<file path="src/rtl/spi_burst_pkg.sv">
// spi_burst_ctrl shared definitions.
// Register map, CTL bits, FSM states.
package spi_burst_pkg;

  localparam logic [2:0] REG_DHI = 3'd0;
  localparam logic [2:0] REG_DLO = 3'd1;
  localparam logic [2:0] REG_CTL = 3'd2;
  localparam logic [2:0] REG_PRE = 3'd3;

  localparam int RDY = 7;
  localparam int SSM = 5;
  localparam int B16 = 4;

  typedef enum logic [3:0] {
    S_IDLE,
    S_W_PRE,
    S_W_CTL,
    S_TOK_TX,
    S_DATA_TX,
    S_SETTLE,
    S_POLL_ST,
    S_POLL_DT,
    S_RX_OUT,
    S_DESEL1,
    S_DESEL2,
    S_DONE
  } state_e;

  // CTL byte: manual-SS flag, 8-bit mode, SS lines.
  function automatic logic [7:0] ctl_byte(
    input logic       ssm,
    input logic [1:0] ss
  );
    logic [7:0] b;
    b      = 8'h00;
    b[SSM] = ssm;
    b[B16] = 1'b0;
    b[1:0] = ss;
    return b;
  endfunction

endpackage

</file>
<file path="src/rtl/spi_burst_ctrl_reg_port.sv">
// Register port sequencer: 1-cycle write,
// 2-cycle read (request, then sample).
module spi_reg_port
  import spi_burst_pkg::*;
(
  input  logic       clk,
  input  logic       rst,
  input  logic       req_i,
  input  logic       we_i,
  input  logic [2:0] addr_i,
  input  logic [7:0] wdata_i,
  output logic       ack_o,
  output logic [7:0] rdata_o,
  output logic       spi_cs,
  output logic       spi_rw,
  output logic [2:0] spi_ad,
  output logic [7:0] spi_di,
  input  logic [7:0] spi_do
);

  logic rd_ph_q, rd_ph_d;

  // Read phase register: 0 = request, 1 = sample.
  always_ff @(posedge clk) begin
    if (!rst) rd_ph_q <= 1'b0;
    else      rd_ph_q <= rd_ph_d;
  end

  // Drive the peripheral port for the current request.
  always_comb begin
    ack_o   = 1'b0;
    spi_cs  = 1'b0;
    spi_rw  = 1'b0;
    spi_ad  = REG_DHI;
    spi_di  = 8'hFF;
    rd_ph_d = 1'b0;
    if (req_i) begin
      spi_ad = addr_i;
      if (we_i) begin
        spi_cs = 1'b1;
        spi_di = wdata_i;
        ack_o  = 1'b1;
      end else if (!rd_ph_q) begin
        spi_cs  = 1'b1;
        spi_rw  = 1'b1;
        rd_ph_d = 1'b1;
      end else begin
        ack_o = 1'b1;
      end
    end
  end

  assign rdata_o = spi_do;

endmodule

</file>
<file path="src/rtl/spi_burst_ctrl.sv">
// Burst sequencer for the SPI register peripheral:
// configure, token wait, data bytes, deselect.
module spi_burst_ctrl
  import spi_burst_pkg::*;
#(
  parameter int CNT_W  = 10,
  parameter int TMO_W  = 16,
  parameter int SETTLE = 4
) (
  input  logic             clk,
  input  logic             rst,
  input  logic             start,
  input  logic [1:0]       ss_sel,
  input  logic [7:0]       presc,
  input  logic [CNT_W-1:0] len,
  input  logic             wait_tok,
  input  logic [TMO_W-1:0] tmo,
  output logic             busy,
  output logic             done,
  output logic             err_tmo,
  input  logic             tx_valid,
  output logic             tx_ready,
  input  logic [7:0]       tx_data,
  output logic             rx_valid,
  input  logic             rx_ready,
  output logic [7:0]       rx_data,
  output logic             spi_cs,
  output logic             spi_rw,
  output logic [2:0]       spi_ad,
  output logic [7:0]       spi_di,
  input  logic [7:0]       spi_do
);

  localparam int SW = (SETTLE > 1) ?
                      $clog2(SETTLE + 1) : 1;

  state_e           state_q, state_d;
  logic [7:0]       presc_q, presc_d;
  logic [1:0]       ss_q, ss_d;
  logic [CNT_W-1:0] rem_q, rem_d;
  logic [TMO_W-1:0] tmo_q, tmo_d;
  logic [SW-1:0]    stl_q, stl_d;
  logic             tok_q, tok_d;
  logic             err_q, err_d;
  logic [7:0]       rx_q, rx_d;

  logic       req, we, ack;
  logic [2:0] addr;
  logic [7:0] wdata, rdata;

  spi_reg_port u_port (
    .clk     (clk),
    .rst     (rst),
    .req_i   (req),
    .we_i    (we),
    .addr_i  (addr),
    .wdata_i (wdata),
    .ack_o   (ack),
    .rdata_o (rdata),
    .spi_cs  (spi_cs),
    .spi_rw  (spi_rw),
    .spi_ad  (spi_ad),
    .spi_di  (spi_di),
    .spi_do  (spi_do)
  );

  // State and command registers.
  always_ff @(posedge clk) begin
    if (!rst) begin
      state_q <= S_IDLE;
      presc_q <= 8'h00;
      ss_q    <= 2'b00;
      rem_q   <= '0;
      tmo_q   <= '0;
      stl_q   <= '0;
      tok_q   <= 1'b0;
      err_q   <= 1'b0;
      rx_q    <= 8'h00;
    end else begin
      state_q <= state_d;
      presc_q <= presc_d;
      ss_q    <= ss_d;
      rem_q   <= rem_d;
      tmo_q   <= tmo_d;
      stl_q   <= stl_d;
      tok_q   <= tok_d;
      err_q   <= err_d;
      rx_q    <= rx_d;
    end
  end

  // Next state, port requests and handshakes.
  always_comb begin
    state_d  = state_q;
    presc_d  = presc_q;
    ss_d     = ss_q;
    rem_d    = rem_q;
    tmo_d    = tmo_q;
    stl_d    = stl_q;
    tok_d    = tok_q;
    err_d    = err_q;
    rx_d     = rx_q;
    req      = 1'b0;
    we       = 1'b0;
    addr     = REG_DHI;
    wdata    = 8'hFF;
    tx_ready = 1'b0;
    rx_valid = 1'b0;
    done     = 1'b0;
    unique case (state_q)
      S_IDLE: begin
        if (start) begin
          presc_d = presc;
          ss_d    = ss_sel;
          rem_d   = len;
          tok_d   = wait_tok;
          tmo_d   = tmo;
          err_d   = 1'b0;
          state_d = S_W_PRE;
        end
      end
      S_W_PRE: begin
        req   = 1'b1;
        we    = 1'b1;
        addr  = REG_PRE;
        wdata = presc_q;
        if (ack) state_d = S_W_CTL;
      end
      S_W_CTL: begin
        req   = 1'b1;
        we    = 1'b1;
        addr  = REG_CTL;
        wdata = ctl_byte(1'b1, ss_q);
        if (ack) begin
          if (tok_q)
            state_d = S_TOK_TX;
          else if (rem_q != '0)
            state_d = S_DATA_TX;
          else
            state_d = S_DESEL1;
        end
      end
      S_TOK_TX: begin
        req   = 1'b1;
        we    = 1'b1;
        addr  = REG_DLO;
        wdata = 8'hFF;
        if (ack) state_d = S_SETTLE;
      end
      S_DATA_TX: begin
        tx_ready = 1'b1;
        if (tx_valid) begin
          req   = 1'b1;
          we    = 1'b1;
          addr  = REG_DLO;
          wdata = tx_data;
          if (ack) state_d = S_SETTLE;
        end
      end
      S_SETTLE: begin
        if (stl_q == SW'(SETTLE - 1)) begin
          stl_d   = '0;
          state_d = S_POLL_ST;
        end else begin
          stl_d = stl_q + SW'(1);
        end
      end
      S_POLL_ST: begin
        req  = 1'b1;
        addr = REG_CTL;
        if (ack && rdata[RDY])
          state_d = S_POLL_DT;
      end
      S_POLL_DT: begin
        req  = 1'b1;
        addr = REG_DLO;
        if (ack) begin
          rx_d = rdata;
          if (!tok_q) begin
            state_d = S_RX_OUT;
          end else if (rdata != 8'hFF) begin
            state_d = S_RX_OUT;
          end else if (tmo_q == '0) begin
            err_d   = 1'b1;
            tok_d   = 1'b0;
            state_d = S_DESEL1;
          end else begin
            tmo_d   = tmo_q - TMO_W'(1);
            state_d = S_TOK_TX;
          end
        end
      end
      S_RX_OUT: begin
        rx_valid = 1'b1;
        if (rx_ready) begin
          if (tok_q) begin
            tok_d = 1'b0;
            if (rem_q != '0)
              state_d = S_DATA_TX;
            else
              state_d = S_DESEL1;
          end else begin
            rem_d = rem_q - CNT_W'(1);
            if (rem_q == CNT_W'(1))
              state_d = S_DESEL1;
            else
              state_d = S_DATA_TX;
          end
        end
      end
      S_DESEL1: begin
        req   = 1'b1;
        we    = 1'b1;
        addr  = REG_CTL;
        wdata = ctl_byte(1'b1, 2'b11);
        if (ack) state_d = S_DESEL2;
      end
      S_DESEL2: begin
        req   = 1'b1;
        we    = 1'b1;
        addr  = REG_CTL;
        wdata = ctl_byte(1'b0, 2'b11);
        if (ack) state_d = S_DONE;
      end
      S_DONE: begin
        done    = 1'b1;
        state_d = S_IDLE;
      end
      default: state_d = S_IDLE;
    endcase
  end

  assign busy    = (state_q != S_IDLE) &&
                   (state_q != S_DONE);
  assign err_tmo = err_q;
  assign rx_data = rx_q;

endmodule

</file>
<file path="config.mk">
export PLATFORM = sky130hd
export DESIGN_NAME = spi_burst_ctrl
export DESIGN_NICKNAME = d
export VERILOG_FILES = /design/src/rtl/spi_burst_pkg.sv /design/src/rtl/spi_burst_ctrl_reg_port.sv /design/src/rtl/spi_burst_ctrl.sv
export SDC_FILE = /design/constraint.sdc
export NUM_CORES = 1
export LEC_CHECK = 0
export CORE_ASPECT_RATIO = 2
export CORE_MARGIN = 1.5
export CORE_UTILIZATION = 30
export DETAILED_ROUTE_END_ITERATION = 12
export GPL_TIMING_DRIVEN = 0
export PLACE_DENSITY = 0.59
export SLEW_MARGIN = 10
export SYNTH_ARGS = -nofsm -noshare
export SYNTH_HDL_FRONTEND = slang
export SYNTH_HIERARCHICAL = 1
export SYNTH_SLANG_ARGS = --single-unit
export TNS_END_PERCENT = 50
</file>
<file path="constraint.sdc">
create_clock -name clk -period 6.4 [get_ports clk]
set_input_delay 0.64 -clock clk [delete_from_list [all_inputs] [get_ports clk]]
set_output_delay 0.64 -clock clk [all_outputs]
set_load 0.005 [all_outputs]
</file>
==> reports/metrics.yaml <==
p_int_w: 0.00103
holdPathStages: 2
path_class: "flip-flop to flip-flop"
r2r_cells: 12
fin_setup_tns_ps: 0
start_util: 0.305
die_y_um: 157
synth_cell_type_count: 70
antenna_cells: 0
dp_hpwl_um: 9590
synthCells: 485
cp-startpoint: "state_q[0]"
grt-ovfl-total: 0
fin_skew_ps: 4.87
p_leak_nw: 1.63
nFillCells: 1288
crit_arrival_ps: 4270
final_area_mm2: 0.00463
cts_tree: "built"
worstMarginPinSlew_ps: 976
power.switching_w: 0.000797
wl_per_cell_um: 17.4
syn_area_mm2: 0.00354
io_pins: 84
clk_latency_ps: 300
path_depth: 12
fmax_mhz: 246
cts_buffers: 5
yosysWarnings: 6
max_stage_delay_ps: 670
setup_violations: 0
rsz0062_at_grt: "false"
grt_pass1_wl_um: 19500
cap_viol_max_count: 0
drv_slew: 0
crit_chain: "buf_1, clkbuf_1, inv_1, nor2_1, o21ai_0, o21ai_0, nor2b_1, clkbuf_1, o31ai_1, a211oi_1, o311ai_0, o31ai_1"
dieWidth_um: 79.8
antenna_found_initial: 0
area_growth_pct: 30.8
p_per_area_mw_per_mm2: 395
clkSinkCount: 54
avgSynthCellArea_um2: 7.30
fin_cells: 711
gp_congestion: 0.883
seqPwrFrac: 0.268
r2r_end: "state_q[2]"
fin_crit_sh: 0.634
post_cts_resized: 0
core_area_mm2: 0.0116
peakVddDrop_mv: 0.185
cts_root_buffer: "clkbuf_16"
final_layout_size_suffix_gt1_frac: 0.0742
postRouteAntennaNets: 0
whs_ps: 435
critical_path_required_ps: 6620
cp-end-kind: "flip-flop"
r2r_start: "state_q[0]"
port-buffer-count: 74
worst_slew_margin_rel: 0.343
first_pass_iters: 5
postCtsSetupRepairBufs: 0
htree_levels: 2
nets: 629
grt_pass1_vias: 3962
dp_cells: 704
rows: 56
finalCriticalPeriod_ps: 4060
hp-class: "flip-flop to flip-flop"
avgViaCountPerCell: 5.51
clockBufferDepth: 2
totalWireLength_um: 12400
final_hold_viol_count: 0
combPwrFrac: 0.554
synth_edf_count: 0
crit_buf_inv: 4
cts_hold_buf: 0
grt_max_degree: 16
die_area_mm2: 0.0125
cts.clk_slew.worst_paths_ps: 70
cp-endpoint: "state_q[2]"
yosysSeqAreaShare: 0.305
crit_fanout: 10
grt_util_all_layers: 0.200
crit_slowest_cell: "a211oi_1"
start_kind: "flip-flop"
swShare: 0.436
pwr-share-clk: 0.177
synth_nets: 548
async_flop_share: 0
run_status: "complete, no violations"
placed_cell_area_mm2: 0.00446
critical_path.top_delay_family: "compound AO/OA/AOI/OAI gates"
synth_flop_cell: "dfxtp_1"
synth_seq_cells: 54
num_vias: 3917
drtIter0Drc: 137
drc: 0
r2r_setup_slack_ps: 2340
==> metal layers <==
| layer | vias to the layer above | part of all wire | track usage |
|---|---|---|---|
| met2 | 107 | 0.56 | 0.386 |
| met1 | 1853 | 0.37 | 0.196 |
| met4 | 0 | 0.040 | 0.104 |
| met3 | 28 | 0.035 | 0.0327 |
| met5 | - | 0 | 0 |
| li1 | 1929 | - | - |
==> metrics by stage <==
step	setup slack (ps)	util	total power, W
after floorplan	3420	-	0.00117
after global placement	2350	0.384	0.00149
after detailed placement	2360	0.384	0.00150
after CTS	2310	0.398	0.00183
after global routing	1860	0.398	0.00195
final	2340	0.398	0.00183
==> registers in the layout (all words and copies together), names as in the netlist <==
| name | count |
|---|---|
| tmo_q | 16 |
| rem_q | 10 |
| presc_q | 8 |
| rx_data | 8 |
| state_q | 4 |
| stl_q | 3 |
| ss_q | 2 |
| err_tmo | 1 |
| tok_q | 1 |
| u_port/rd_ph_q | 1 |
==> worst min-delay path by stage <==
stage | from | to | slack (ps)
2_1_floorplan | stl_q[2] | stl_q[2] | 410
4_1_cts | stl_q[2] | stl_q[2] | 440
3_5_place_dp | stl_q[2] | stl_q[2] | 430
3_3_place_gp | stl_q[2] | stl_q[2] | 420
5_1_grt | stl_q[2] | stl_q[2] | 460
6_report | stl_q[2] | stl_q[2] | 440
==> Yosys cell counts, types with 2 or more instances <==
cell,n,area share
or2_1,8,0.014
nor3_1,18,0.025
nor2_1,26,0.028
a22oi_1,11,0.023
a211oi_1,8,0.017
buf_2,4,0.0057
dfxtp_1,54,0.31
o31a_1,2,0.0049
nor2b_1,2,0.0035
nand2b_1,7,0.012
nor4_1,6,0.011
xnor2_1,3,0.0074
o22ai_1,6,0.011
mux2_2,3,0.0095
buf_4,9,0.019
o22a_1,2,0.0049
o211ai_1,3,0.0064
nor3b_1,2,0.0042
clkbuf_1,23,0.024
and3_1,2,0.0035
and2_2,4,0.0085
nand3_1,16,0.023
ha_1,5,0.018
buf_1,4,0.0042
or3_1,10,0.018
nand4_1,4,0.0071
inv_1,13,0.014
nand2_1,74,0.078
and2_1,3,0.0053
a21boi_0,2,0.0042
o32ai_1,6,0.015
a31oi_1,4,0.0071
o21ai_2,2,0.0049
o31ai_1,6,0.013
a21oi_1,51,0.072
a211o_1,2,0.0049
nand4b_1,2,0.0049
o21ai_0,34,0.048
or4b_2,2,0.0057
or4_1,10,0.021
o311ai_0,3,0.0074
==> final cells by class <==
cell class                      instances  area, um2  area share
Buffer                                 42        220      0.0475
Clock buffer                            6        139      0.0300
Clock inverter                          1       30.0     0.00648
Inverter                               14       52.6      0.0113
Multi-Input combinational cell        375       2190       0.472
Sequential cell                        54       1080       0.233
Tap cell                              145        181      0.0392
Timing Repair Buffer                   74        741       0.160
==> logic make-up after synthesis <==
group,Yosys count,synth area share
DFF,54,0.305
buffers and inverters,56,0.0770
AOI/OAI and AO/OA,158,0.287
other,1,0.00106
xor gates and xnor gates,4,0.00989
muxes,4,0.0124
and+or+nand+nor,203,0.290
adders and majority gates,5,0.0177
==> worst min-delay path: stages (launching register included) <==
cell and delay [ps]:
dfxtp_1 310, nand2_1 50, a21oi_1 30
==> placed cells by master (no fill, tap or decap), types with 7 or more instances in the layout <==
master	instances
a21oi_1	51
o21ai_0	34
clkbuf_1	23
or4_1	10
nand2b_1	7
or2_1	8
clkdlybuf4s50_1	74
nor3_1	18
or3_1	10
dfxtp_1	54
inv_1	13
a211oi_1	8
nor2_1	26
nand2_1	74
a22oi_1	11
nand3_1	16
buf_4	9
==> power groups by stage <==
| stage | combinational, W | sequential, W | clock [W] |
|---|---|---|---|
| 2_1_floorplan | 0.000696 | 0.000470 | 0 |
| 3_3_place_gp | 0.000995 | 0.000492 | 0 |
| 3_5_place_dp | 0.00101 | 0.000494 | 0 |
| 4_1_cts | 0.00101 | 0.000487 | 0.000329 |
| 5_1_grt | 0.00111 | 0.000500 | 0.000342 |
| 6_report | 0.00101 | 0.000491 | 0.000324 |
Power figures use the tool's default switching activity.
